[src/rtl/note_key_scanner_pkg.sv]
// Shared note/octave codes for the key scanner and the tone stage it feeds.
// Note codes: 0 is silence, 1..7 map to C..B.
package note_key_scanner_pkg;

    typedef logic [2:0] note_t;
    typedef logic [2:0] octave_t;

    localparam note_t NOTE_NONE = 3'd0;
    localparam note_t NOTE_C    = 3'd1;
    localparam note_t NOTE_D    = 3'd2;
    localparam note_t NOTE_E    = 3'd3;
    localparam note_t NOTE_F    = 3'd4;
    localparam note_t NOTE_G    = 3'd5;
    localparam note_t NOTE_A    = 3'd6;
    localparam note_t NOTE_B    = 3'd7;

    localparam octave_t OCT_MIN = 3'd0;
    localparam octave_t OCT_MAX = 3'd7;

    // Lowest pressed key wins, so C takes priority over every higher key.
    function automatic note_t encode_note(input logic [6:0] keys);
        note_t result;
        result = NOTE_NONE;
        for (int unsigned i = 0; i < 7; i++) begin
            if (keys[i] && (result == NOTE_NONE)) begin
                result = note_t'(i + 1);
            end
        end
        return result;
    endfunction

endpackage

[src/rtl/note_key_scanner_button_debouncer.sv]
// Two-flop synchroniser followed by a counter debouncer for one raw button.
// The debounced state flips only after DEBOUNCE_CYCLES consecutive differing samples.
module button_debouncer #(
    parameter int unsigned DEBOUNCE_CYCLES = 1_000_000,
    parameter int unsigned CNT_W           = 20
) (
    input  logic clk_100M,
    input  logic rst,
    input  logic raw,
    output logic stable
);

    localparam logic [CNT_W-1:0] CNT_TERM = CNT_W'(DEBOUNCE_CYCLES - 1);

    logic             sync1_q, sync1_d;
    logic             sync2_q, sync2_d;
    logic             stable_q, stable_d;
    logic [CNT_W-1:0] cnt_q, cnt_d;

    always_comb begin
        sync1_d  = raw;
        sync2_d  = sync1_q;
        stable_d = stable_q;
        cnt_d    = '0;
        // Any sample matching the stable state falls through with cnt_d = 0.
        if (sync2_q != stable_q) begin
            if (cnt_q == CNT_TERM) begin
                stable_d = sync2_q;
            end else begin
                cnt_d = cnt_q + CNT_W'(1);
            end
        end
    end

    always_ff @(posedge clk_100M or posedge rst) begin
        if (rst) begin
            sync1_q  <= 1'b0;
            sync2_q  <= 1'b0;
            stable_q <= 1'b0;
            cnt_q    <= '0;
        end else begin
            sync1_q  <= sync1_d;
            sync2_q  <= sync2_d;
            stable_q <= stable_d;
            cnt_q    <= cnt_d;
        end
    end

    assign stable = stable_q;

endmodule

[src/rtl/note_key_scanner.sv]
// Key scanner top: debounces 7 note buttons and octave up/down, then registers
// the priority-encoded note code and a saturating octave register.
module note_key_scanner
    import note_key_scanner_pkg::*;
#(
    parameter int unsigned DEBOUNCE_CYCLES = 1_000_000,
    parameter int unsigned CNT_W           = 20,
    parameter logic [2:0]  OCT_DEFAULT     = 3'd4
) (
    input  logic       clk_100M,
    input  logic       rst,
    input  logic [6:0] btn_note,
    input  logic       btn_oct_up,
    input  logic       btn_oct_dn,
    output logic [2:0] note,
    output logic [2:0] octave,
    output logic       note_on
);

    logic [6:0] note_stable;
    logic       up_stable;
    logic       dn_stable;

    for (genvar i = 0; i < 7; i++) begin : g_note_db
        button_debouncer #(
            .DEBOUNCE_CYCLES(DEBOUNCE_CYCLES),
            .CNT_W          (CNT_W)
        ) u_db (
            .clk_100M(clk_100M),
            .rst     (rst),
            .raw     (btn_note[i]),
            .stable  (note_stable[i])
        );
    end

    button_debouncer #(
        .DEBOUNCE_CYCLES(DEBOUNCE_CYCLES),
        .CNT_W          (CNT_W)
    ) u_db_up (
        .clk_100M(clk_100M),
        .rst     (rst),
        .raw     (btn_oct_up),
        .stable  (up_stable)
    );

    button_debouncer #(
        .DEBOUNCE_CYCLES(DEBOUNCE_CYCLES),
        .CNT_W          (CNT_W)
    ) u_db_dn (
        .clk_100M(clk_100M),
        .rst     (rst),
        .raw     (btn_oct_dn),
        .stable  (dn_stable)
    );

    note_t   note_q, note_d;
    logic    note_on_q, note_on_d;
    octave_t octave_q, octave_d;
    logic    up_prev_q, up_prev_d;
    logic    dn_prev_q, dn_prev_d;
    logic    up_rise, dn_rise;

    always_comb begin
        note_d    = encode_note(note_stable);
        note_on_d = (note_d != NOTE_NONE);
        up_prev_d = up_stable;
        dn_prev_d = dn_stable;
        up_rise   = up_stable & ~up_prev_q;
        dn_rise   = dn_stable & ~dn_prev_q;
        octave_d  = octave_q;
        // Simultaneous up and down presses cancel out.
        if (up_rise && !dn_rise) begin
            if (octave_q != OCT_MAX) begin
                octave_d = octave_q + 3'd1;
            end
        end else if (dn_rise && !up_rise) begin
            if (octave_q != OCT_MIN) begin
                octave_d = octave_q - 3'd1;
            end
        end
    end

    always_ff @(posedge clk_100M or posedge rst) begin
        if (rst) begin
            note_q    <= NOTE_NONE;
            note_on_q <= 1'b0;
            octave_q  <= OCT_DEFAULT;
            up_prev_q <= 1'b0;
            dn_prev_q <= 1'b0;
        end else begin
            note_q    <= note_d;
            note_on_q <= note_on_d;
            octave_q  <= octave_d;
            up_prev_q <= up_prev_d;
            dn_prev_q <= dn_prev_d;
        end
    end

    assign note    = note_q;
    assign note_on = note_on_q;
    assign octave  = octave_q;

endmodule

[config.mk]
export PLATFORM = sky130hd
export DESIGN_NAME = note_key_scanner
export DESIGN_NICKNAME = d
export VERILOG_FILES = /design/src/rtl/note_key_scanner_pkg.sv /design/src/rtl/note_key_scanner_button_debouncer.sv /design/src/rtl/note_key_scanner.sv
export SDC_FILE = /design/constraint.sdc
export NUM_CORES = 1
export LEC_CHECK = 0
export BUFFER_PORTS_ARGS = -buffer_cell sky130_fd_sc_hd__buf_2
export CORE_ASPECT_RATIO = 0.6
export CORE_MARGIN = 2
export CORE_UTILIZATION = 40
export CTS_BUF_LIST = sky130_fd_sc_hd__clkbuf_16
export CTS_CLUSTER_SIZE = 28
export DETAILED_ROUTE_END_ITERATION = 10
export MAX_ROUTING_LAYER = met4
export RECOVER_POWER = 100
export SKIP_CTS_REPAIR_TIMING = 1
export SYNTH_ARGS = -nofsm -noshare
export SYNTH_HDL_FRONTEND = slang
export SYNTH_SLANG_ARGS = --single-unit
[constraint.sdc]
create_clock -name clk_100M -period 9.9 [get_ports clk_100M]
set_input_delay 0.495 -clock clk_100M [delete_from_list [all_inputs] [get_ports clk_100M]]
set_output_delay 0.495 -clock clk_100M [all_outputs]
set_load 0.05 [all_outputs]
**Word level (Yosys, flattened, before mapping)**

Cells that the tools add are included.

- Bits in registers: 216

- Equal/unequal tests: 20
- Reductions and logical operators: 30
- Add/subtract/negate cells: 11
- Bitwise operators: 4
- Multiplexer cells: 29

Operator list:

| cell | count |
|---|---|
| 2-to-1 mux 20 bit | 18 |
| adder 20 x 1 -> 20 bit, second input constant | 9 |
| equality test 20 bit, second input constant | 9 |
| 2-to-1 mux 3 bit | 9 |
| logical NOT 3 bit | 6 |
| AND reduction 2 bit | 9 |
| inequality test 1 bit | 9 |
| logical AND 1 bit | 8 |
| nonzero test 3 bit | 2 |
| nonzero test 2 bit | 2 |
| adder 3 x 1 -> 3 bit, second input constant | 1 |
| inequality test 3 bit, second input constant | 1 |
| AND reduction 3 bit | 1 |
| subtractor 3 x 1 -> 3 bit, second input constant | 1 |
| AND 1 bit | 2 |
| logical NOT 1 bit | 2 |
| 2-to-1 mux 2 bit | 1 |
| inequality test 2 x 1 -> 1 bit, second input constant | 1 |
| NOT 1 bit | 2 |
| 2-to-1 mux 1 bit | 1 |

**Depth between registers and ports, before layout**

- Depth in word-level cells: 20
- Gate-level depth with buffers: 8

**By module**

Synthesis repeated with hierarchy kept, for this count alone.

- Cell total of the unflattened synthesis: 1,011
- Area, all modules: 10,548.9 um2

By module, submodules not included:

| module | cells each | area each (um2) | instances |
|---|---|---|---|
| button_debouncer | 107 | 1,118.6 | 9 |
| note_key_scanner | 48 | 481.7 | 1 |

**Worst setup path before layout**

No wires, ideal clock.

- Path type: reg-to-reg
- Start: reg g_note_db[1].u_db.cnt_q[12]
- End: reg g_note_db[1].u_db.stable_q
- Data arrival time: 1.955 ns
- Period minus slack after synthesis: 2.081 ns
- Stages on the path, launching flop included: 5
- Path slack: 7.819 ns
- Path through: dfrtp_1 or4b_1 or4_4 or2_4 mux2_4

- Word-level cells in the longest chain between the ends: 2

RTL lines:

| item | line | source |
|---|---|---|
| start, declared | note_key_scanner_button_debouncer.sv:18 | `logic [CNT_W-1:0] cnt_q, cnt_d;` |
| start signal, assigned | note_key_scanner_button_debouncer.sv:45 | `cnt_q <= cnt_d;` |
| equality test 20 bit | note_key_scanner_button_debouncer.sv:27 | `if (cnt_q == CNT_TERM) begin` |
| AND reduction 2 bit (no source line) | n/a |  |
| end signal, assigned | note_key_scanner_button_debouncer.sv:44 | `stable_q <= stable_d;` |
| end, declared | note_key_scanner_button_debouncer.sv:17 | `logic stable_q, stable_d;` |

Every way passes these cells.
A chain may end at the register's enable or synchronous reset.

==> results.sh <==
export IMPL_status="finished with violations"
export IMPL_violations="capacitance limit, slew limit"
export IMPL_drtIter0Drc=504
export IMPL_design_area_sq_mm=0.0113
export IMPL_crit_chain="buf_2, clkinvlp_2, buf_4"
export IMPL_ys_flop_type="dfrtp_1"
export IMPL_place_hpwl_microns=13100
export IMPL_hp_class="in -> reg"
export IMPL_setup_viol=0
export IMPL_synth_edf_count=0
export IMPL_rows=45
export IMPL_synth_top_family_by_area="simple AND/OR/NAND/NOR gates"
export IMPL_dieWidth_microns=212
export IMPL_synth_most_common_cell="dfrtp_1"
export IMPL_syn_nets=1056
export IMPL_netlist_instances=1034
export IMPL_finalMaxSlewViolations=180
export IMPL_dp_slack_ns=7.66
export IMPL_cts_clk_slew_worst_paths_ns=0.06
export IMPL_start_util_pct=40.8
export IMPL_worstPathMaxFanout=99
export IMPL_synth_cell_types=53
export IMPL_max_stage_delay_ns=2.41
export IMPL_wl_microns=19700
export IMPL_fin_setup_tns_ns=0
export IMPL_vdd_drop_max_mv=0.0904
export IMPL_grt_use_total_pct=15.7
export IMPL_synthSimpleGateAreaFrac_pct=25.2
export IMPL_finalCritPeriodShare_pct=35.6
export IMPL_synthTopCellsByArea="dfrtp_1, xnor2_1, nor2_1, xor2_1, nand3_1"
export IMPL_ant_nets=0
export IMPL_overflow=0
export IMPL_slowest_stage="clkinvlp_2"
export IMPL_worstSetupStartpointType="input port"
export IMPL_end_kind="async pin"
export IMPL_yosysTopAreaCellShare_pct=52.0
export IMPL_path_delay_family="buffers and inverters"
export IMPL_yosys_area_top_type="dfrtp_1"
export IMPL_area_growth_pct=9.49
export IMPL_synth_fa_ha_area_share_pct=1.40
export IMPL_ys_warn_count=0
export IMPL_drv_cap=5
export IMPL_clockBufferDepth=3
export IMPL_fmax_ghz=0.284
export IMPL_synth_yosys_seq_area_share_pct=52.3
export IMPL_finClkSkew_ns=0.0123
export IMPL_antenna_found_initial=0
export IMPL_firstDrtPassIters=4
export IMPL_fin_total_pwr_uw=1720
export IMPL_muxShareOfSynthArea_pct=1.11
export IMPL_hold_viol_final=0
export IMPL_synth_area_sq_mm=0.0103
export IMPL_arrival_ns=4.06
export IMPL_ys_seq_elements=216
export IMPL_critical_path_class="in -> async"
export IMPL_slew_headroom_pct=-190
export IMPL_die_y_microns=129
export IMPL_cts_tree="built"
export IMPL_drcViolationCount=0
export IMPL_cts_htree_levels=1
export IMPL_powerDensity_mw_per_mm2=151
export IMPL_power_leakage_uw=0.00454
export IMPL_core_sq_mm=0.0253
export IMPL_worst_pin_slew_ns=4.33
export IMPL_drive_gt1_share_pct=6.16
export IMPL_cts_root_buf="clkbuf_16"
export IMPL_clk_latency_ns=0.52
export IMPL_postSynth_asyncResetShare_pct=100
export IMPL_grt_pass1_vias=6865
export IMPL_netlist_top_cells_count="dfrtp_1, nor2_1, nand3_1"
export IMPL_layout_min_cycle_time_ns=3.52
export IMPL_finalWorstSetupSlack_ns=6.38
export IMPL_nets=1078
export IMPL_synth_compound_area_share_pct=7.92
export IMPL_io_buffers=17
export IMPL_required_ns=10.44
export IMPL_crit_buf_inv=3
export IMPL_synth_xor_area_share_pct=9.82
export IMPL_globalplace_congestion=0.772
export IMPL_cts_buffers=21
export IMPL_routed_via_density=5.28
export IMPL_clock_sinks=216
export IMPL_placed_cell_area_sq_mm=0.0108
export IMPL_antenna_cells=0
export IMPL_grt_pass1_wl_microns=34400
export IMPL_io_pins=18
export IMPL_rsz0062_at_grt="false"
export IMPL_route_detailed_wl_per_inst_microns=14.1
export IMPL_avgSynthCellArea_sq_um=10.0
export IMPL_grt_max_degree=100
export IMPL_die_area_sq_mm=0.0272
export IMPL_num_vias=7398
[per-stage QoR]
stage | util, % | hold slack, ns | cells
CTS | 45.2 | 0.0559 | 1400
finish | 44.7 | 0.0805 | 1400
detailed placement | 42.7 | 0.337 | 1362
global placement | 42.7 | 0.337 | 1362
floorplan | - | 0.331 | 1034
global route | 44.7 | 0.0526 | 1400
[registers in the layout, indices dropped and copies added (netlist names)]
| name | flops |
|---|---|
| up_prev_q | 1 |
| octave | 3 |
| note_on | 1 |
| u_db_up.stable | 1 |
| note | 3 |
| u_db_dn.cnt_q | 20 |
| g_note_db.u_db.stable | 7 |
| g_note_db.u_db.cnt_q | 140 |
| g_note_db.u_db.sync2_q | 7 |
| u_db_up.sync1_q | 1 |
| u_db_dn.sync1_q | 1 |
| u_db_dn.stable | 1 |
| u_db_up.cnt_q | 20 |
| u_db_up.sync2_q | 1 |
| dn_prev_q | 1 |
| u_db_dn.sync2_q | 1 |
| g_note_db.u_db.sync1_q | 7 |
[kinds of logic (layout without fill, tap and decap cells)]
kind of cell	count (synthesis)	in the layout
buffers and inverters	61	98
XOR/XNOR	116	116
AND/OR/NAND/NOR	488	488
adder cells (fa/ha/maj)	11	11
multiplexers	10	10
AO/OA/AOI/OAI	132	132
flip-flops	216	216
[cell usage in the layout (no fill, tap or decap), types with 3 or more instances in the layout]
cell type / count
mux2_2: 8
buf_2: 9
or3_1: 29
dfrtp_1: 215
and3_1: 18
clkinv_2: 5
nand3_1: 75
or4_1: 32
o21ai_0: 37
or4b_1: 3
nor4bb_1: 6
clkbuf_16: 21
inv_1: 41
nor4_1: 29
and4_1: 12
o41ai_1: 3
xor2_1: 55
ha_1: 10
nor3_1: 23
a21oi_1: 58
clkinv_1: 3
nand4_1: 28
a31o_2: 3
clkbuf_1: 13
or4b_2: 4
and2_1: 4
nand2_1: 62
nand3b_1: 3
nor2_1: 137
and2_0: 5
xnor2_1: 61
o31ai_1: 26
[final cells by class]
type                       count  area (sq um)
clock buffer                  21           526
multi-input combinational    757          4630
fill                        2413         14000
tap                          329           412
clock inverter                17           105
sequential                   216          5410
inverter                      36           136
timing repair buffer          24           109
[path summary, 6_finish.rpt]
path,from,endpoint,slack (ns),depth (start not counted)
setup / recovery,rst,g_note_db[1].u_db.sync2_q,6.38,3
max in group clk_100M,g_note_db[1].u_db.cnt_q[12],g_note_db[1].u_db.cnt_q[14],6.55,4
hold reg to reg,g_note_db[1].u_db.sync1_q,g_note_db[1].u_db.sync2_q,0.35,0
hold / removal,btn_note[4],g_note_db[4].u_db.sync1_q,0.08,1
setup reg to reg,g_note_db[1].u_db.cnt_q[12],g_note_db[1].u_db.cnt_q[14],6.55,4
min in group asynchronous,rst,g_note_db[1].u_db.cnt_q[13],1.29,2
[where the power goes]
part | internal (uW) | switching [uW]
combinational | 12.8 | 39.0
sequential | 895 | 12.8
clock | 413 | 343
total | 1320 | 395
[routing by layer]
| layer | global-route usage, % | share of wire (%) | wire length (microns) |
|---|---|---|---|
| met1 | 24.9 | 57 | 11200 |
| met3 | 3.08 | 3.6 | 709 |
| met2 | 20.2 | 38 | 7450 |
| met5 | - | 0 | 0 |
| met4 | 3.31 | 1.8 | 353 |
No activity file was read; power rests on OpenSTA's default activity.
